<file path="src/rtl/mem_port_arbiter.sv">
// rtl/mem_port_arbiter.sv - round-robin CPU/debug arbiter and fixed-latency sequencer for the unified memory
// Optional: define MEM_ARB_DBG_LOCK_EN to add DbgLock, which locks the CPU out of arbitration.
module mem_port_arbiter #(
  parameter int AW      = 32,
  parameter int DW      = 32,
  parameter int MEM_LAT = 2
) (
  input  logic          Clk,
  input  logic          Reset,
  input  logic          CpuReq,
  input  logic          CpuWe,
  input  logic [AW-1:0] CpuAddr,
  input  logic [DW-1:0] CpuWData,
  output logic          CpuAck,
  output logic [DW-1:0] CpuRData,
  output logic          CpuStall,
  input  logic          DbgReq,
  input  logic          DbgWe,
  input  logic [AW-1:0] DbgAddr,
  input  logic [DW-1:0] DbgWData,
  output logic          DbgAck,
  output logic [DW-1:0] DbgRData,
`ifdef MEM_ARB_DBG_LOCK_EN
  input  logic          DbgLock,
`endif
  output logic          MemEn,
  output logic          MemWe,
  output logic [AW-1:0] MemAddr,
  output logic [DW-1:0] MemWData,
  input  logic [DW-1:0] MemRData
);

  typedef enum logic [1:0] {IDLE, BUSY, DONE} state_t;

  localparam logic [3:0] CNT_INIT = 4'(MEM_LAT - 1);

  state_t     state, state_nxt;
  logic       owner;     // 0 = CPU, 1 = debug
  logic       last_gnt;
  logic       we_q;
  logic [3:0] cnt;
  logic       cpu_elig;
  logic       grant;
  logic       gnt_sel;

`ifdef MEM_ARB_DBG_LOCK_EN
  assign cpu_elig = CpuReq & ~DbgLock;
`else
  assign cpu_elig = CpuReq;
`endif

  // Memory strobes and acks decode from state so a reset mid-access drops them at once.
  always_comb begin
    state_nxt = state;
    grant     = 1'b0;
    gnt_sel   = owner;
    MemEn     = 1'b0;
    MemWe     = 1'b0;
    CpuAck    = 1'b0;
    DbgAck    = 1'b0;
    case (state)
      IDLE: begin
        if (cpu_elig || DbgReq) begin
          grant     = 1'b1;
          gnt_sel   = (cpu_elig && DbgReq) ? ~last_gnt : DbgReq;
          state_nxt = BUSY;
        end
      end
      BUSY: begin
        MemEn = 1'b1;
        MemWe = we_q;
        if (cnt == 4'd0) state_nxt = DONE;
      end
      DONE: begin
        CpuAck    = ~owner;
        DbgAck    = owner;
        state_nxt = IDLE;
      end
      default: state_nxt = IDLE;
    endcase
    CpuStall = CpuReq & ~CpuAck;
  end

  always_ff @(posedge Clk or posedge Reset) begin
    if (Reset) begin
      state    <= IDLE;
      owner    <= 1'b0;
      last_gnt <= 1'b1;
      cnt      <= 4'd0;
      we_q     <= 1'b0;
      MemAddr  <= '0;
      MemWData <= '0;
      CpuRData <= '0;
      DbgRData <= '0;
    end else begin
      state <= state_nxt;
      if (grant) begin
        owner    <= gnt_sel;
        last_gnt <= gnt_sel;
        cnt      <= CNT_INIT;
        we_q     <= gnt_sel ? DbgWe    : CpuWe;
        MemAddr  <= gnt_sel ? DbgAddr  : CpuAddr;
        MemWData <= gnt_sel ? DbgWData : CpuWData;
      end else if (state == BUSY) begin
        if (cnt == 4'd0) begin
          // Read data is only valid in the final busy cycle; writes keep the old RData.
          if (!we_q) begin
            if (owner) DbgRData <= MemRData;
            else       CpuRData <= MemRData;
          end
        end else begin
          cnt <= cnt - 4'd1;
        end
      end
    end
  end

endmodule

</file>
<file path="config.mk">
export PLATFORM = sky130hd
export DESIGN_NAME = mem_port_arbiter
export DESIGN_NICKNAME = d
export VERILOG_FILES = /design/src/rtl/mem_port_arbiter.sv
export SDC_FILE = /design/constraint.sdc
export NUM_CORES = 1
export LEC_CHECK = 0
export ABC_AREA = 1
export BUFFER_PORTS_ARGS = -buffer_cell sky130_fd_sc_hd__buf_2
export CORE_UTILIZATION = 34
export CTS_CLUSTER_DIAMETER = 60
export DETAILED_ROUTE_END_ITERATION = 10
export GPL_ROUTABILITY_DRIVEN = 0
export PLACE_DENSITY_LB_ADDON = 0.2
export SLEW_MARGIN = 20
export SYNTH_ARGS = -nofsm -noshare
export SYNTH_HDL_FRONTEND = slang
export SYNTH_SLANG_ARGS = --single-unit
</file>
<file path="constraint.sdc">
create_clock -name Clk -period 7.1 [get_ports Clk]
set_input_delay 1.065 -clock Clk [delete_from_list [all_inputs] [get_ports Clk]]
set_output_delay 1.065 -clock Clk [all_outputs]
set_load 0.01 [all_outputs]
</file>
# Word level (Yosys, flattened, before mapping)
# Cells that the tools add are included.
[totals] out_inout_bits=133 inputBits=166 wordCells=48 register_bits=137
[op_classes] bitwise=6 n_eq_ne=5 add_sub_neg=1 muxes=18 reduce_logical=9
[op_table] cell="2-to-1 mux 32 bit" n=2
[op_table] cell="2-to-1 mux 4 bit" n=3
[op_table] cell="2-to-1 mux 1 bit" n=10
[op_table] cell="AND reduction 5 bit" n=2
[op_table] cell="inverter 1 bit" n=5
[op_table] cell="logical NOT 4 bit" n=1
[op_table] cell="2-to-1 mux 2 bit" n=2
[op_table] cell="!= test 2 bit (second input constant)" n=2
[op_table] cell="one-hot mux 2 bit (2 select lines)" n=1
[op_table] cell="AND reduction 2 bit" n=2
[op_table] cell="subtractor 4 x 1 -> 4 bit (second input constant)" n=1
[op_table] cell="== test 2 x 1 -> 1 bit (second input constant)" n=1
[op_table] cell="== test 2 bit (second input constant)" n=1
[op_table] cell="logical NOT 2 bit" n=1
[op_table] cell="!= test 2 x 1 -> 1 bit (second input constant)" n=1
[op_table] cell="nonzero test 2 bit" n=1
[op_table] cell="bitwise AND 1 bit" n=1
[op_table] cell="logical AND 1 bit" n=1
[op_table] cell="logical OR 1 bit" n=1

# Depth between registers and ports, before layout
# Gate-level depths: netlist of run 1.
[logic_depth] word_depth=5 ltp_mapped=10 ltp_nobuf=8

# Least setup slack after synthesis of run 1
# Ideal clock, no wire load.
[synth_path] path_kind="input-to-output" from="input port CpuReq" to="output port CpuStall" arrival_ps=1210 required_ps=6035 cell_stages=2 n_path_buf=0 path_slack_ps=4825 cell_sequence="o21ai_0 > inv_1"
[synth_between] elab_chain_len=1
[synth_lines] item="start, declared" line="10" text="input logic CpuReq,"
[synth_lines] item="bitwise AND 1 bit" line="81" text="CpuStall = CpuReq & ~CpuAck;"
[synth_lines] item="end, declared" line="16" text="output logic CpuStall,"
# No other way between the ends.

# Worst setup path after layout of run 1
[layout_path] from="register cnt[0]" to="register CpuRData[27]"
[layout_between] elab_chain_len=2
[layout_lines] item="start, declared" line="41" text="logic [3:0] cnt;"
[layout_lines] item="start signal, assigned" line="112" text="cnt <= cnt - 4'd1;"
[layout_lines] item="logical NOT 4 bit" line="105" text="if (cnt == 4'd0) begin"
[layout_lines] item="AND reduction 5 bit (no line)"
[layout_lines] item="end signal, assigned" line="109" text="else CpuRData <= MemRData;"
[layout_lines] item="end, declared" line="15" text="output logic [DW-1:0] CpuRData,"
# No other way between the ends.
# A chain may end at the register's enable or synchronous reset.

==> results.yml, run 1 <==
worst_setup_path:
  path_class: "flip-flop to flip-flop"
  crit_required_ns: 7.44
  worstPathMaxFanout: 36
  arrival_ns: 3.65
  end_kind: "flip-flop"
  critPathLaunchType: "flip-flop"
timing:
  slew_viol_final: 0
  worst_slew_pin_slew_ns: 1.04
  setup_tns_ns: 0
  max_freq_ghz: 0.303
  final.setup_skew_ns: 0.0113
  rsz0062_at_grt: "no"
  hold_viol: 0
  fin_crit_sh_pct: 46.5
  setup_viol: 0
  slew_headroom_pct: 31.0
  setup_ws_ns: 3.80
  fin_crit_ns: 3.30
synth:
  async_reset_ff_share_pct: 100
  ys_seq_area_share_pct: 52.3
  syn_nets: 1053
  synth_edf_count: 0
  syn_area_um2: 6560
  synthCells: 885
  synth_cell_types: 23
  ys.flop_type: "dfrtp_1"
  ys_seq_elements: 137
  syn_avg_cell_area_um2: 7.41
  yosys_warnings: 0
global_route:
  first_global_vias: 5808
  grt-ovfl-total: 0
  grt_usage_pct: 18.5
  antenna_found_initial: 1
  grt_max_degree: 107
  grt_pass1_wl_um: 28800
drt:
  ant_nets: 0
  drcViolationCount: 0
  drtPass1Iterations: 4
  drt_wl_total_um: 18200
  vias: 6103
  viasPerCell: 4.25
  drt_iter0_drc: 279
  wl_per_cell_um: 12.7
floorplan:
  die_x_um: 141
  io_pins: 299
  core_area_um2: 18800
  dieArea_um2: 19800
  start_util_pct: 34.8
  rows: 50
  die_height_um: 141
cells_and_area:
  layout-drive-gt1-share_pct: 29.3
  design_area_um2: 8780
  utilization_pct: 46.6
  nets: 1330
  areaGrowthSynthToFinish_pct: 33.8
placement:
  pre_cts_slack_ns: 3.74
  portBuffers: 298
  placed_cell_area_um2: 8180
  hpwl_um: 12500
status:
  outcome: "completed"
clock_network:
  insertion_delay_ns: 0.42
  cts.sink_count: 137
  clk_pin_slew_worst_paths_ns: 0.06
  clockBufferDepth: 2
  cts_hold_buf: 0
  cts_made_buffers: 17
  cts-root-buf: "clkbuf_16"
  cts_setup_buffers: 0
  ctsResizeCount: 0
  tritoncts: "done"
  cts_max_level: 4
power_and_ir_drop:
  leakagePower_nw: 5.25
  ir_drop_v: 0.000246
  power_density_nw_per_um2: 452
flow_run:
  cap_violations: 0
worst_hold_path:
  hp-class: "flip-flop to flip-flop"
==> metal layers <==
metal | global-route usage [%] | vias up | wire, um
met5 | 0 | - | 0
met4 | 6.01 | 0 | 322
met3 | 5.43 | 20 | 1030
met2 | 31.1 | 171 | 8700
met1 | 22.8 | 2710 | 8100
li1 | - | 3202 | -
==> sequential cells by signal, indices dropped and copies added (netlist names) <==
name / flops
last_gnt: 1
state: 2
MemAddr: 32
DbgRData: 32
we_q: 1
cnt: 4
CpuRData: 32
owner: 1
MemWData: 32
==> power breakdown <==
group	internal, mW	switching, mW	leakage [nW]
Combinational	0.588	1.10	3.33
Sequential	1.18	0.198	1.64
Clock	0.554	0.343	0.285
==> cell usage in the layout (no fill, tap or decap) <==
master,Yosys,layout
a21oi_1,64,64
buf_2,13,298
buf_4,5,6
bufinv_16,0,3
clkbuf_1,16,1
clkbuf_16,0,17
clkinv_1,0,2
clkinv_2,0,2
clkinv_4,0,2
clkinvlp_4,0,3
dfrtp_1,136,136
dfstp_2,1,1
diode_2,0,1
ha_1,2,2
inv_1,147,144
inv_2,1,1
inv_6,0,3
inv_8,0,1
nand2_1,398,396
nand2_2,0,2
nand2_4,1,1
nand3_1,37,37
nand3_2,2,2
nand4_1,4,4
nor2_1,5,5
nor2_2,1,1
nor2_4,1,1
o21a_1,1,1
o21ai_0,36,36
o22ai_1,1,1
xor2_1,1,1
==> cell usage after synthesis (2+ instances only) <==
master    count  area share (%)
dfrtp_1     136              52
nand2_1     398              23
nand3_1      37             2.8
inv_1       147             8.4
ha_1          2            0.38
nand4_1       4            0.38
buf_2        13            0.99
a21oi_1      64             4.9
nand3_2       2            0.31
clkbuf_1     16            0.92
buf_1         6            0.34
buf_4         5            0.57
o21ai_0      36             2.7
buf_6         6             1.0
nor2_1        5            0.29
==> final timing paths <==
check	slack [ns]	cells past startpoint	end	startpoint
setup / recovery	3.80	7	CpuRData[27]	cnt[0]
hold / removal	0.46	2	CpuRData[8]	CpuRData[8]
setup reg to reg	3.80	7	CpuRData[27]	cnt[0]
hold reg to reg	0.46	2	CpuRData[8]	CpuRData[8]
max in group asynchronous	5.08	3	MemWData[14]	Reset
min in group asynchronous	0.78	2	CpuRData[21]	Reset
==> worst max-delay path, stage by stage, from the launching register on <==
cell,delay [ns]
dfrtp_1,0.32
inv_1,0.09
ha_1,0.22
nand3_2,0.44
clkinv_1,1.00
nand2_2,0.93
nand2_1,0.11
nand2_1,0.09
==> per-stage QoR <==
stage                     power, mW  hold slack [ns]  instances
final                          3.96            0.465       1435
after global routing           4.28            0.482       1435
after CTS                      4.02            0.469       1434
after detailed placement       3.10            0.453       1403
after global placement         3.08            0.453       1403
after floorplan                2.46            0.498        885
==> cell families after synthesis <==
family | Yosys count | share of synthesized area [%]
AOI/OAI and AO/OA | 102 | 7.84
xor gates and xnor gates | 1 | 0.134
adders and majority gates | 2 | 0.382
buffers and inverters | 194 | 12.3
DFF | 137 | 52.3
and+or+nand+nor | 449 | 27.0
==> final cells by class <==
cell class	instances	area, um2
fillers	1923	10100
flip-flops and latches	137	3430
multi-input cells	554	2320
repair buffers	304	1540
inverters	148	561
clock buffers	18	429
well taps	260	325
clock inverters	13	169
diodes	1	2.50
(Power assumes the default switching activity.)
==> inputs of run 2 (changes only) <==
==> constraint.sdc (replaced) <==
create_clock -name Clk -period 2.6 [get_ports Clk]
set_input_delay 0.39 -clock Clk [delete_from_list [all_inputs] [get_ports Clk]]
set_output_delay 0.39 -clock Clk [all_outputs]
set_load 0.01 [all_outputs]
==> results.yml, run 2 (synthesis results as in run 1) <==
flow_run:
  cap_violations: 0
timing:
  final.setup_skew_ns: 0.00803
  setup_viol: 0
  slew_viol_final: 0
  slew_headroom_pct: 56.9
  fin_crit_sh_pct: 73.5
  hold_viol: 0
  fin_crit_ns: 1.91
  worst_slew_pin_slew_ns: 0.647
  setup_tns_ns: 0
  rsz0062_at_grt: "no"
  max_freq_ghz: 0.523
worst_setup_path:
  path_class: "flip-flop to flip-flop"
  crit_required_ns: 2.90
  r2r_slack_ns: 0.69
  regToRegEndpoint: "MemAddr[17]"
  reg2reg_depth: 8
  arrival_ns: 2.21
  reg2reg_from: "last_gnt"
  end_kind: "flip-flop"
  worstPathMaxFanout: 64
  critPathLaunch: "last_gnt"
  critPathLaunchType: "flip-flop"
  worstSetupEndpoint: "MemAddr[17]"
clock_network:
  clk_pin_slew_worst_paths_ns: 0.06
  cts.sink_count: 137
  ctsResizeCount: 0
  cts-root-buf: "clkbuf_16"
  insertion_delay_ns: 0.41
  cts_setup_buffers: 0
  cts_made_buffers: 17
  clockBufferDepth: 2
  cts_max_level: 4
  cts_hold_buf: 0
  tritoncts: "done"
cells_and_area:
  final_cells: 1439
  utilization_pct: 46.9
  layout-drive-gt1-share_pct: 29.5
  areaGrowthSynthToFinish_pct: 34.7
  num_antenna_cells: 0
  final_common_cell: "nand2_1"
  most-common-layout-cells: "nand2_1 (397), buf_2 (298), inv_1 (146), dfrtp_1 (136), a21oi_1 (64)"
  nets: 1336
status:
  outcome: "completed"
drt:
  drtPass1Iterations: 6
  ant_nets: 0
  viasPerCell: 4.35
  drt_wl_total_um: 18600
  wl_per_cell_um: 12.9
  drt_iter0_drc: 281
  drcViolationCount: 0
  vias: 6259
global_route:
  grt_usage_pct: 19.3
  first_global_vias: 5990
  grt_pass1_wl_um: 30100
  grt-ovfl-total: 0
  antenna_found_initial: 0
  grt_max_degree: 135
placement:
  portBuffers: 298
  dp_cells: 1409
  hpwl_um: 12800
worst_hold_path:
  hp-class: "input pin to async pin"
floorplan:
  io_pins: 299
  die_x_um: 141
  start_util_pct: 34.8
  rows: 50
  die_height_um: 141
  core_area_um2: 18800
  dieArea_um2: 19800
power_and_ir_drop:
  leakagePower_nw: 5.29
  ir_drop_v: 0.000524
  power_mw: 10.8
  power_density_nw_per_um2: 1220
run 2: changes by cell type in the layout (fill, tap and decap cells not counted):
| cell | previous run | this run |
|---|---|---|
| buf_12 | 0 | 5 |
| buf_4 | 6 | 7 |
| bufinv_16 | 3 | 1 |
| clkbuf_8 | 0 | 2 |
| clkinv_1 | 2 | 0 |
| clkinv_4 | 2 | 3 |
| clkinvlp_4 | 3 | 4 |
| diode_2 | 1 | 0 |
| inv_1 | 144 | 146 |
| inv_6 | 3 | 1 |
| inv_8 | 1 | 0 |
| nand2_1 | 396 | 397 |
| nand2_2 | 2 | 1 |
run 2: area by class of cell:
class,count,area [um2]
clock buffers,20,457
fillers,1960,10000
multi-input cells,554,2320
repair buffers,310,1640
clock inverters,10,97.6
flip-flops and latches,137,3430
inverters,148,559
well taps,260,325
run 2: worst min path at each step:
| stage | endpoint | slack (ns) | cells past startpoint |
|---|---|---|---|
| 2_1_floorplan | cnt[3] | 0.50 | 2 |
| 5_1_grt | CpuRData[20] | 0.02 | 2 |
| 4_1_cts | CpuRData[20] | 0.005 | 2 |
| 3_3_place_gp | CpuRData[21] | 0.45 | 2 |
| 3_5_place_dp | CpuRData[21] | 0.45 | 2 |
| 6_report | DbgRData[22] | 0.009 | 2 |
run 2: metal layers:
layer  track usage, %  vias to the layer above  share of wire (%)
met4             7.15                        0                2.1
li1                 -                     3218                  -
met1             23.9                     2835                 45
met3             5.30                       25                6.0
met2             32.2                      181                 47
met5                0                        -                  0
run 2: worst max-delay path: stages (launching register included):
cell	delay (ns)
dfstp_2	0.53
inv_1	0.03
nand2_1	0.08
nand3_2	0.35
nand2_2	0.25
buf_12	0.29
nand2_1	0.08
nand2_1	0.08
nand2_1	0.05
run 2: stage by stage:
stage	setup WS, ns	hold slack [ns]	instance area [um2]
2_1_floorplan	0.504	0.498	6560
3_3_place_gp	0.727	0.450	8280
3_5_place_dp	0.687	0.449	8280
4_1_cts	0.687	0.00477	8830
5_1_grt	0.505	0.0212	8830
6_report	0.689	0.00888	8830
run 2: where the power goes:
group | total, mW | internal (mW) | switching (mW)
clock network | 2.27 | 1.36 | 0.912
logic | 4.75 | 1.69 | 3.06
registers | 3.74 | 3.21 | 0.529
total | 10.8 | 6.26 | 4.50
